File: src/rtl/capture_pulse_ctrl.sv
// Purpose: scan capture-clock pulse controller; on a shift_en fall it waits SETTLE cycles, then pulses per-channel clock-gate enables.
// Latency: first cap_en at E0+SETTLE, done at E0+SETTLE+pulse length; all outputs registered.
// Backpressure: none; shift_en high during SETTLE/PULSE aborts, during DONE returns to IDLE. Macro CAP_STAGGER_EN: per-channel staggered pulsing.
module capture_pulse_ctrl #(
   parameter int NCH    = 2,
   parameter int PCNT_W = 3,
   parameter int SETTLE = 3
) (
   input  logic              clk,
   input  logic              rst_n,
   input  logic              shift_en,
   input  logic [PCNT_W-1:0] cfg_npulse,
   input  logic [NCH-1:0]    ch_mask,
   output logic [NCH-1:0]    cap_en,
   output logic              busy,
   output logic              done
);

   typedef enum logic [1:0] {ST_IDLE, ST_SETTLE, ST_PULSE, ST_DONE} state_t;

   localparam logic [3:0] SETTLE_LAST = 4'(SETTLE - 1);

   state_t            state_q, state_nx;
   logic              sh_d;
   // sh_d resets to 1, so a low shift_en right after reset must not look like
   // a fall; a capture needs shift_en=1 to have been sampled since reset.
   logic              sh_vld;
   logic [3:0]        settle_q, settle_nx;
   logic [PCNT_W-1:0] pcnt_q, pcnt_nx;
   logic [PCNT_W-1:0] npulse_q, npulse_nx;
   logic [NCH-1:0]    mask_q, mask_nx;
   logic [NCH-1:0]    cap_nx;
   logic              busy_nx, done_nx;
   logic              start;

`ifdef CAP_STAGGER_EN
   localparam int CH_W = (NCH > 1) ? $clog2(NCH) : 1;

   logic [CH_W-1:0] ch_q, ch_nx, first_ch, next_ch;
   logic            first_ok, next_ok;

   // Lowest masked-in channel overall, and lowest masked-in channel above the current one.
   always_comb begin
      first_ch = '0;
      first_ok = 1'b0;
      next_ch  = '0;
      next_ok  = 1'b0;
      for (int i = NCH - 1; i >= 0; i--) begin
         if (mask_q[i]) begin
            first_ch = CH_W'(i);
            first_ok = 1'b1;
         end
         if (mask_q[i] && (i > int'(ch_q))) begin
            next_ch = CH_W'(i);
            next_ok = 1'b1;
         end
      end
   end
`endif

   assign start = sh_vld && sh_d && !shift_en;

   // Next-state logic; outputs are decoded from the next state and registered.
   always_comb begin
      state_nx  = state_q;
      settle_nx = settle_q;
      pcnt_nx   = pcnt_q;
      npulse_nx = npulse_q;
      mask_nx   = mask_q;
      cap_nx    = '0;
`ifdef CAP_STAGGER_EN
      ch_nx     = ch_q;
`endif
      case (state_q)
         ST_IDLE: begin
            if (start) begin
               state_nx  = ST_SETTLE;
               settle_nx = '0;
               npulse_nx = cfg_npulse;
               mask_nx   = ch_mask;
            end
         end
         ST_SETTLE: begin
            if (shift_en) begin
               state_nx = ST_IDLE;
            end else if (settle_q == SETTLE_LAST) begin
               if (npulse_q == '0) begin
                  state_nx = ST_DONE;
               end else begin
`ifdef CAP_STAGGER_EN
                  if (first_ok) begin
                     state_nx = ST_PULSE;
                     ch_nx    = first_ch;
                     pcnt_nx  = PCNT_W'(1);
                  end else begin
                     state_nx = ST_DONE;
                  end
`else
                  state_nx = ST_PULSE;
                  pcnt_nx  = PCNT_W'(1);
`endif
               end
            end else begin
               settle_nx = settle_q + 4'd1;
            end
         end
         ST_PULSE: begin
            if (shift_en) begin
               state_nx = ST_IDLE;
            end else if (pcnt_q == npulse_q) begin
`ifdef CAP_STAGGER_EN
               if (next_ok) begin
                  ch_nx   = next_ch;
                  pcnt_nx = PCNT_W'(1);
               end else begin
                  state_nx = ST_DONE;
               end
`else
               state_nx = ST_DONE;
`endif
            end else begin
               pcnt_nx = pcnt_q + 1'b1;
            end
         end
         ST_DONE: begin
            if (shift_en) begin
               state_nx = ST_IDLE;
            end
         end
         default: state_nx = ST_IDLE;
      endcase

      if (state_nx == ST_PULSE) begin
`ifdef CAP_STAGGER_EN
         cap_nx[ch_nx] = 1'b1;
`else
         cap_nx = mask_q;
`endif
      end
      busy_nx = (state_nx == ST_SETTLE) || (state_nx == ST_PULSE);
      done_nx = (state_nx == ST_DONE);
   end

   // State, counters, latched config and registered outputs.
   always_ff @(posedge clk or negedge rst_n) begin
      if (!rst_n) begin
         state_q  <= ST_IDLE;
         sh_d     <= 1'b1;
         sh_vld   <= 1'b0;
         settle_q <= '0;
         pcnt_q   <= '0;
         npulse_q <= '0;
         mask_q   <= '0;
         cap_en   <= '0;
         busy     <= 1'b0;
         done     <= 1'b0;
`ifdef CAP_STAGGER_EN
         ch_q     <= '0;
`endif
      end else begin
         state_q  <= state_nx;
         sh_d     <= shift_en;
         sh_vld   <= sh_vld | shift_en;
         settle_q <= settle_nx;
         pcnt_q   <= pcnt_nx;
         npulse_q <= npulse_nx;
         mask_q   <= mask_nx;
         cap_en   <= cap_nx;
         busy     <= busy_nx;
         done     <= done_nx;
`ifdef CAP_STAGGER_EN
         ch_q     <= ch_nx;
`endif
      end
   end

endmodule

File: config.mk
export PLATFORM = sky130hd
export DESIGN_NAME = capture_pulse_ctrl
export DESIGN_NICKNAME = d
export VERILOG_FILES = /design/src/rtl/capture_pulse_ctrl.sv
export SDC_FILE = /design/constraint.sdc
export NUM_CORES = 1
export LEC_CHECK = 0
export CORE_MARGIN = 10
export CORE_UTILIZATION = 47
export CTS_CLUSTER_SIZE = 12
export DETAILED_ROUTE_END_ITERATION = 10
export HOLD_SLACK_MARGIN = 0.05
export PLACE_DENSITY_LB_ADDON = 0.2
export SLEW_MARGIN = 20
export SYNTH_ARGS = -nofsm -noshare
export SYNTH_HDL_FRONTEND = slang
export SYNTH_SLANG_ARGS = --single-unit
File: constraint.sdc
create_clock -name clk -period 4.85 [get_ports clk]
set_input_delay 0.485 -clock clk [delete_from_list [all_inputs] [get_ports clk]]
set_output_delay 0.485 -clock clk [all_outputs]
set_load 0.005 [all_outputs]
Word level (Yosys, flattened, before mapping)
Index checks and enable logic that the tools add are counted.
- register bits after elaboration: 20
- output and inout bits: 4
- input bits: 8
- logic and storage cells: 58
- add/subtract/negate cells: 2
- eq/ne operators: 15
- muxes and demuxes: 19
- bitwise logic cells: 1
- reduce and logical (&&, ||, !) cells: 11
- operators with widths (operator ; number):
    3-bit 2-to-1 mux ; 5
    2-bit 2-to-1 mux ; 7
    2-bit inequality test (second input constant) ; 7
    4-bit 2-to-1 mux ; 3
    2-bit equality test (second input constant) ; 4
    2-bit case mux with 4 select lines ; 1
    4-bit case mux with 2 select lines ; 1
    3-bit case mux with 2 select lines ; 1
    6-bit AND reduction ; 1
    4-bit by 1-bit adder with 4-bit output (second input constant) ; 1
    2-bit by 1-bit equality test with 1-bit output (second input constant) ; 2
    4-bit by 2-bit equality test with 1-bit output (second input constant) ; 1
    4-bit AND reduction ; 1
    2-bit nonzero test ; 2
    3-bit by 1-bit adder with 3-bit output (second input constant) ; 1
    3-bit equality test ; 1
    3-bit logical NOT ; 1
    1-bit logical AND ; 2
    2-bit logical NOT ; 1
    2-bit AND reduction ; 1
    1-bit logical NOT ; 1
    1-bit logical OR ; 1
    1-bit 2-to-1 mux ; 1
    1-bit bitwise OR ; 1

Logic depth before layout (Yosys ltp)
Gate-level depths: netlist of the first run.
- depth in word-level cells: 7
- mapped depth: 8

Least setup slack after synthesis of the first run
Ideal clock, no wire load.
- path kind: register to register
- start point: reg settle_q[0]
- end point: reg cap_en[0]
- data arrival time: 1.565 ns
- period minus slack after synthesis: 1.684 ns
- cell stages (with the launch flop): 9
- setup time: 0.119 ns
- required time: 4.731 ns
- path buffers: 0
- path slack: 3.166 ns
- cell sequence: dfrtp_1 inv_1 ha_1 nand4bb_1 o21a_1 nor2_1 or3_1 ha_1 and2_1
- word-level cells in the longest chain between the ends: 6
- ends and longest elaborated chain (item ; RTL line ; RTL):
    start: declaration ; 28 ; logic [3:0] settle_q, settle_nx;
    start signal: assignment ; 164 ; settle_q <= settle_nx;
    4-bit by 2-bit equality test with 1-bit output ; 86 ; end else if (settle_q == SETTLE_LAST) begin
    2-bit 2-to-1 mux ; 86 ;
    2-bit 2-to-1 mux ; 84 ; if (shift_en) begin
    2-bit case mux with 4 select lines ; 74 ; case (state_q)
    2-bit equality test ; 133 ; if (state_nx == ST_PULSE) begin
    2-bit 2-to-1 mux ; 133 ;
    net cap_nx[0] ; 32 ; logic [NCH-1:0] cap_nx;
    end signal: assignment ; 168 ; cap_en <= cap_nx;
    end: declaration ; 14 ; output logic [NCH-1:0] cap_en,
The timed path passes the listed nets, and every way through them passes these cells.
A chain may end at the register's enable or synchronous reset.

Worst setup path after layout of the first run
Ends and elaborated chain as after synthesis.

==> reports/metrics.cfg, run 1 <==
[clock_network]
cts.sinks=20
hold_buffers=0
cts_tree=built
clockRootBuffer=clkbuf_4
cts_inserted_buffers=3
clk_pin_slew_ns=0.11
cts_resized=0
cts_setup_buffers=0
clk_latency_ns=0.29
ctsHtreeMaxLevel=1
cts.path.max_buffers=2

[final_layout]
nNetsFinal=103
fillCellCount=172
final_common_cell=dfrtp_1
fin_area_um2=1110
area_growth_pct=18.0
multi_input_area_um2=413
layout-drive-gt1-share_pct=16.9
final_cell_mix=19 x dfrtp_1, 11 x clkdlybuf4s50_1, 5 x mux2_4, 5 x ha_1
antenna_cells=0
seq_area_um2=502

[floorplan]
core_region_area_um2=1940
die_w_um=64.7
die_area_um2=4190
start_util_pct=48.5
die_h_um=64.7
pin_count=12
rows=16

[yosys]
syn_area_per_cell_um2=12.5
synth_nets=88
ys_seq_area_share_pct=53.3
synthArstFlopShare_pct=100
ys_seq_elements=20
ys_warn_count=0
synth_area_um2=941
netlist_instances=75
synth_top_flop_cell=dfrtp_1
ys_types=33
synth-edff-count=0

[global_route]
grt_pass1_vias=584
grt_pass1_wl_um=2620
grt_overflow=0
antenna_found_initial=0
grt_max_degree=21
grt.total_usage_pct=7.89

[timing]
fin_tns_setup_ns=0
fmax_mhz=529
rsz0062_at_grt=false
fin_ws_ns=2.96
whs_ns=0.500
finalClockSkew_ns=0.00438
finalMaxSlewViolations=0
fin_crit_ns=1.89
setup_viol=0
finalCritPeriodShare_pct=39.0
hold_viol=0
relSlewSlack_pct=40.9
max_slew.worst_pin.slew_ns=0.884

[placement]
dpl_cell_area_um2=1070
portBuffers=11
place.gp.congestion=0.807
post-place-ws_ns=2.67
dpl.hpwl_um=1210

[routing]
via_per_inst=5.02
drc_errors=0
vias=582
wl_um=1590
wl_per_cell_um=13.7
ant_nets=0
first_pass_iters=4
drt_iter0_markers=13

[worst_hold_path]
hold_path_class=register to register

[pwr]
powerDensity_nw_per_um2=381
leakagePower_nw=0.505
irDropWorstVdd_v=0.000254

[worst_setup_path]
cp_common_cell=ha_1
crit_slowest_cell=dfrtp_1
crit_fanout=5
startpoint_type=register
crit_type=register to register
cp_cell_sequence=inv_1 > ha_1 > nand4bb_1 > o21a_1 > nor2_1 > or3_1 > ha_1 > and2_1
end_kind=register
slowest_delay_ns=0.39
required_ns=5.04
cp.arrival_ns=2.08

[run]
cap_violations=0

[outcome]
outcome=complete, no violations

## path summary, 6_finish.rpt
| kind | start | to | slack (ns) | cells after the start |
|---|---|---|---|---|
| setup / recovery | settle_q[0] | cap_en[0] | 2.96 | 8 |
| hold / removal | mask_q[1] | cap_en[1] | 0.50 | 1 |
| setup reg to reg | settle_q[0] | cap_en[0] | 2.96 | 8 |
| hold reg to reg | mask_q[1] | cap_en[1] | 0.50 | 1 |
| max in group asynchronous | rst_n | mask_q[0] | 3.63 | 1 |
| min in group asynchronous | rst_n | done | 0.69 | 1 |
## logic make-up (layout without fill, tap and decap cells)
logic type      after synthesis  after routing  synth area share, %
flops                        20             20                 53.3
fa+ha+maj                     5              5                 6.65
compound gates               10             10                 7.85
simple gates                 24             24                 15.7
buf+inv                       5             19                 2.79
xor+xnor                      5              5                 4.66
mux                           6              6                 9.04
## registers in the layout, summed over array words and instances (netlist names)
| register | cells |
|---|---|
| done | 1 |
| state_q | 2 |
| sh_vld | 1 |
| sh_d | 1 |
| npulse_q | 3 |
| mask_q | 2 |
| busy | 1 |
| settle_q | 4 |
| pcnt_q | 3 |
| cap_en | 2 |
## report_power, final
part | switching [mW] | total [mW] | leakage (nW) | internal (mW)
registers | 0.0269 | 0.225 | 0.253 | 0.198
clock network | 0.0480 | 0.0936 | 0.0210 | 0.0457
logic | 0.0441 | 0.105 | 0.231 | 0.0606
## through the flow
step / power (mW) / cells / utilization [%]
after floorplan: 0.302 / 75 / -
after global placement: 0.330 / 112 / 55.3
after detailed placement: 0.333 / 112 / 55.3
after CTS: 0.428 / 116 / 57.2
after global routing: 0.449 / 116 / 57.2
final: 0.423 / 116 / 57.2
## cell usage after synthesis (all sizes together) (2+ instances only)
| cell type | n | area (um^2) |
|---|---|---|
| dfrtp | 19 | 475 |
| ha | 5 | 62.6 |
| mux2 | 5 | 75.1 |
| nor2 | 5 | 21.3 |
| inv | 4 | 15.0 |
| and2 | 3 | 18.8 |
| nor3 | 3 | 15.0 |
| xnor2 | 3 | 26.3 |
| a31oi | 2 | 18.8 |
| nand3 | 2 | 10.0 |
| nand4 | 2 | 12.5 |
| o21ai | 2 | 10.0 |
| xor2 | 2 | 17.5 |
## critical path: cells and delay by family, from the launching register on
family,cells,cell delay [ns]
and+or+nand+nor,4,0.74
adders and majority gates,2,0.43
DFF,1,0.39
AOI/OAI and AO/OA,1,0.16
buffers and inverters,1,0.07
## final cells by class
type,instances,area share (%)
clock buffers,4,3.27
inverters,4,1.35
multi-input cells,50,37.2
flip-flops and latches,20,45.2
well taps,27,3.04
repair buffers,11,9.92
## metal layers
layer / GRT usage (%) / up-vias / wire length [um]
li1: - / 292 / -
met1: 9.78 / 279 / 797
met2: 12.1 / 9 / 722
met3: 2.92 / 2 / 55
met4: 3.21 / 0 / 13
met5: 0 / - / 0
Note: power is estimated with default switching activity, not from simulation.
==> run 2, diff against run 1 <==
- clock period: 4.85 -> 1.93 ns (I/O delays scaled with it)
==> run 2 against run 1 <==
Effect of this change:
- maximum frequency grew 7.1%
- critical path depth shrank 1
- register-to-register slack worse by 2.8 ns
- sequential power grew to 2.5 times the previous value
- non-clock buffer count up 5
- die area stayed put
- count of clock-buffer cells in the layout shrank 1
- first-iteration DRC count grew 77%
- utilization rose by 2.8 points
- via count increased by 6.4%
- critical endpoint unchanged
==> reports/metrics.cfg, run 2 (synthesis results as in run 1) <==
[timing]
fmax_mhz=567
finalClockSkew_ns=0.00278
max_slew.worst_pin.slew_ns=0.375
finalMaxSlewViolations=0
finalCritPeriodShare_pct=91.5
rsz0062_at_grt=false
fin_crit_ns=1.77
relSlewSlack_pct=74.9
setup_viol=0
hold_viol=0
fin_tns_setup_ns=0

[worst_setup_path]
end_kind=register
required_ns=2.14
timing.rr.end=cap_en[0]
r2r_start=settle_q[1]
cp.arrival_ns=1.97
reg2reg_slack_ns=0.16
crit_fanout=4
crit_type=register to register
startpoint_type=register
reg2regPathDepth=7

[final_layout]
reg_top3=settle_q x4, npulse_q x3, pcnt_q x3
final_common_cell=dfrtp_1
largest_reg_flops=4
layout-drive-gt1-share_pct=21.3
nNetsFinal=108
largest-register=settle_q
fillCellCount=159
antenna_cells=0
final_cell_mix=19 x dfrtp_1, 11 x clkdlybuf4s50_1, 5 x mux2_4, 5 x ha_1, 5 x buf_4
area_growth_pct=23.7
stdcell_count=121

[clock_network]
hold_buffers=0
cts_inserted_buffers=3
ctsHtreeMaxLevel=1
clockRootBuffer=clkbuf_4
clk_latency_ns=0.30
clk_pin_slew_ns=0.11
cts.path.max_buffers=2
cts.sinks=20
cts_tree=built

[run]
cap_violations=0

[global_route]
grt_pass1_wl_um=2890
antenna_found_initial=0
grt_pass1_vias=706
grt_max_degree=14
grt.total_usage_pct=8.64
grt_overflow=0

[pwr]
irDropWorstVdd_v=0.000613
powerDensity_nw_per_um2=1020
leakagePower_nw=0.536
finalPower_mw=1.19

[routing]
drt_iter0_markers=23
wl_um=1650
first_pass_iters=4
wl_per_cell_um=13.6
drc_errors=0
via_per_inst=5.12
vias=619
ant_nets=0

[floorplan]
core_region_area_um2=1940
die_area_um2=4190
die_h_um=64.7
start_util_pct=48.5
die_w_um=64.7
pin_count=12
rows=16

[outcome]
outcome=complete, no violations

[worst_hold_path]
hold_path_class=primary input to async pin

[placement]
place_inst=116
dpl.hpwl_um=1270
portBuffers=11
place.gp.congestion=0.796

[run 2: cell count changes in the layout (fill, tap and decap cells not counted), sizes merged]
cell,previous run,this run
buf,0,5
bufinv,0,1
clkbuf,4,3
[run 2: per-layer routing]
layer	vias up	GRT usage [%]	wire [um]
met1	303	9.61	780
met4	0	4.01	33
met2	10	14.7	787
met3	5	2.75	45
met5	-	0	0
li1	301	-	-
[run 2: timing repair]
action | 4_1_cts | 5_1_grt
setup endpoints to repair | 0 | 1
gates resized for setup | 0 | 0
buffers inserted | 0 | 1
[run 2: critical path, cell delays in order, from the launching register on]
cell and delay [ns]:
dfrtp_1 0.43, ha_1 0.20, nand4bb_1 0.12, o21a_1 0.14, nor2_1 0.05, or3_1 0.37, ha_1 0.23, and2_1 0.14
[run 2: final cells by class]
type | instances | area (um^2) | area share [%]
sequential | 20 | 502 | 43.1
multi-input combinational | 50 | 413 | 35.5
timing repair buffer | 16 | 148 | 12.7
tap | 27 | 33.8 | 2.90
clock inverter | 1 | 30.0 | 2.58
clock buffer | 3 | 22.5 | 1.94
inverter | 4 | 15.0 | 1.29
[run 2: worst max path at each step]
stage / depth (start not counted) / end / startpoint / slack [ns]
finish: 7 / cap_en[0] / settle_q[1] / 0.16
global placement: 8 / cap_en[0] / settle_q[0] / 0.15
global route: 8 / cap_en[1] / settle_q[0] / 0.05
floorplan: 8 / cap_en[0] / settle_q[0] / 0.25
detailed placement: 8 / cap_en[1] / settle_q[0] / 0.14
CTS: 8 / cap_en[1] / settle_q[0] / 0.11
[run 2: where the power goes]
part	switching (mW)	internal, mW	total, mW
clock	0.133	0.210	0.343
combinational	0.119	0.167	0.286
sequential	0.0668	0.497	0.564
[run 2: per-stage QoR]
step	hold slack [ns]	worst slack [ns]	instance area, um^2	util (%)
after global routing	0.172	0.0480	1160	59.9
after detailed placement	0.490	0.135	1100	56.8
after CTS	0.167	0.106	1160	59.5
after global placement	0.486	0.154	1100	56.8
final	0.154	0.165	1160	59.9
after floorplan	-0.103	0.246	941	-
==> run 3, diff against run 2 <==
- ABC_CLOCK_PERIOD_IN_PS: not set -> 1930
- SETUP_SLACK_MARGIN: not set -> 0.05
==> run 3 against run 2 <==
Effect of this change:
- sequential share of layout area decreased by 0.092 points
- global-route usage is the same
- critical path depth unchanged
- via count unchanged
- clock skew about the same
- maximum frequency rose by 1.4%
- power is essentially flat
- first-iteration DRC count unchanged
- sequential power hardly changed
- flip-flop and latch count unchanged
- critical path type unchanged
- largest power group unchanged
- highest routed layer unchanged
==> reports/metrics.cfg, run 3 (synthesis results as in run 1) <==
[outcome]
outcome=complete, no violations

[final_layout]
multi_input_area_um2=415
reg_top3=settle_q x4, npulse_q x3, pcnt_q x3
antenna_cells=0
seq_area_um2=502
largest_reg_flops=4
layout-drive-gt1-share_pct=22.3
final_cell_mix=19 x dfrtp_1, 11 x clkdlybuf4s50_1, 5 x mux2_4, 5 x buf_4
final_common_cell=dfrtp_1
fillCellCount=158
nNetsFinal=108
area_growth_pct=23.9
stdcell_count=121
largest-register=settle_q

[global_route]
grt_max_degree=14
grt_pass1_wl_um=2890
grt.total_usage_pct=8.64
grt_use_met2_pct=14.7
use_met1_pct=9.61
busiest_layer=met2
grt_overflow=0
antenna_found_initial=0
grt.met3_usage_pct=2.75
grt_pass1_vias=706

[worst_setup_path]
cp_cell_sequence=ha_1 > nand4bb_1 > o21a_1 > nor2_1 > or3_1 > ha_2 > inv_1
cp.arrival_ns=1.96
cp.depth=7
reg2regPathDepth=7
required_ns=2.15
crit_type=register to register
slowest_delay_ns=0.43
startpoint_type=register
crit_family=simple AND/OR/NAND/NOR gates
crit_slowest_cell=dfrtp_1
end_kind=register
path_buf_inv=1
crit_fanout=4

[routing]
first_pass_iters=4
wl_um=1650
via_per_inst=5.12
drt_iter0_markers=23
vias=619
drc_errors=0
wl_per_cell_um=13.6
ant_nets=0

[clock_network]
cts_inserted_buffers=3
cts.sinks=20
cts_tree=built
clk_pin_slew_ns=0.11
clk_latency_ns=0.30
hold_buffers=0
clockRootBuffer=clkbuf_4
cts.path.max_buffers=2
ctsHtreeMaxLevel=1

[placement]
dpl.hpwl_um=1270
portBuffers=11
place_inst=116
place.gp.congestion=0.796

[pwr]
powerDensity_nw_per_um2=1020
power_frac_comb_pct=24.0
leakagePower_nw=0.534
p_switching_mw=0.319
seq_power_share_pct=47.2
clock_power_share_pct=28.7
swShare_pct=26.8
p_int_mw=0.874
finalPower_mw=1.19
irDropWorstVdd_v=0.000614

[timing]
max_slew.worst_pin.slew_ns=0.375
fin_tns_setup_ns=0
fin_crit_ns=1.74
hold_viol=0
finalClockSkew_ns=0.00267
setup_viol=0
finalCritPeriodShare_pct=90.2
fmax_mhz=574
finalMaxSlewViolations=0
relSlewSlack_pct=74.9
rsz0062_at_grt=false

[floorplan]
die_area_um2=4190
die_h_um=64.7
core_region_area_um2=1940
start_util_pct=48.5
die_w_um=64.7
pin_count=12
rows=16

[run]
cap_violations=0

[worst_hold_path]
hold_path_class=primary input to async pin

-- run 3: final cells by class --
type | instances | share of cell area, %
Inverter | 4 | 1.29
Clock buffer | 3 | 1.93
Clock inverter | 1 | 2.58
Tap cell | 27 | 2.90
Sequential cell | 20 | 43.0
Timing Repair Buffer | 16 | 12.7
Multi-Input combinational cell | 50 | 35.6
-- run 3: stage by stage --
step | area, um^2 | worst slack [ns] | hold slack (ns) | util, %
global route | 1170 | 0.0803 | 0.172 | 60.1
detailed placement | 1100 | 0.135 | 0.490 | 56.8
global placement | 1100 | 0.154 | 0.486 | 56.8
CTS | 1160 | 0.106 | 0.167 | 59.5
floorplan | 941 | 0.246 | -0.103 | -
finish | 1170 | 0.189 | 0.154 | 60.1
-- run 3: what timing repair did --
action / CTS / global route
setup endpoints to repair: 0 / 2
buffers inserted: 0 / 1
endpoints found under the hold margin: 0 / 0
resized for setup: 0 / 1
-- run 3: per-layer routing --
| metal | part of all wire, % | vias to the layer above |
|---|---|---|
| met2 | 48 | 10 |
| met4 | 2.0 | 0 |
| met3 | 2.7 | 5 |
| met1 | 47 | 303 |
| li1 | - | 301 |
| met5 | 0 | - |
-- run 3: worst paths after layout --
| check | startpoint | end | slack [ns] |
|---|---|---|---|
| worst max-delay path | settle_q[1] | busy | 0.19 |
| worst min-delay path | rst_n | settle_q[0] | 0.15 |
| worst max register to register | settle_q[1] | busy | 0.19 |
| worst min register to register | sh_vld | sh_vld | 0.52 |
| max in group asynchronous | rst_n | pcnt_q[1] | 1.28 |
| min in group clk | ch_mask[0] | mask_q[0] | 0.49 |
-- run 3: power groups by stage --
| stage | Clock, mW | Combinational, mW | Sequential, mW |
|---|---|---|---|
| floorplan | 0 | 0.200 | 0.559 |
| global placement | 0 | 0.264 | 0.574 |
| detailed placement | 0 | 0.273 | 0.575 |
| CTS | 0.346 | 0.278 | 0.567 |
| global route | 0.368 | 0.320 | 0.575 |
| finish | 0.343 | 0.286 | 0.564 |
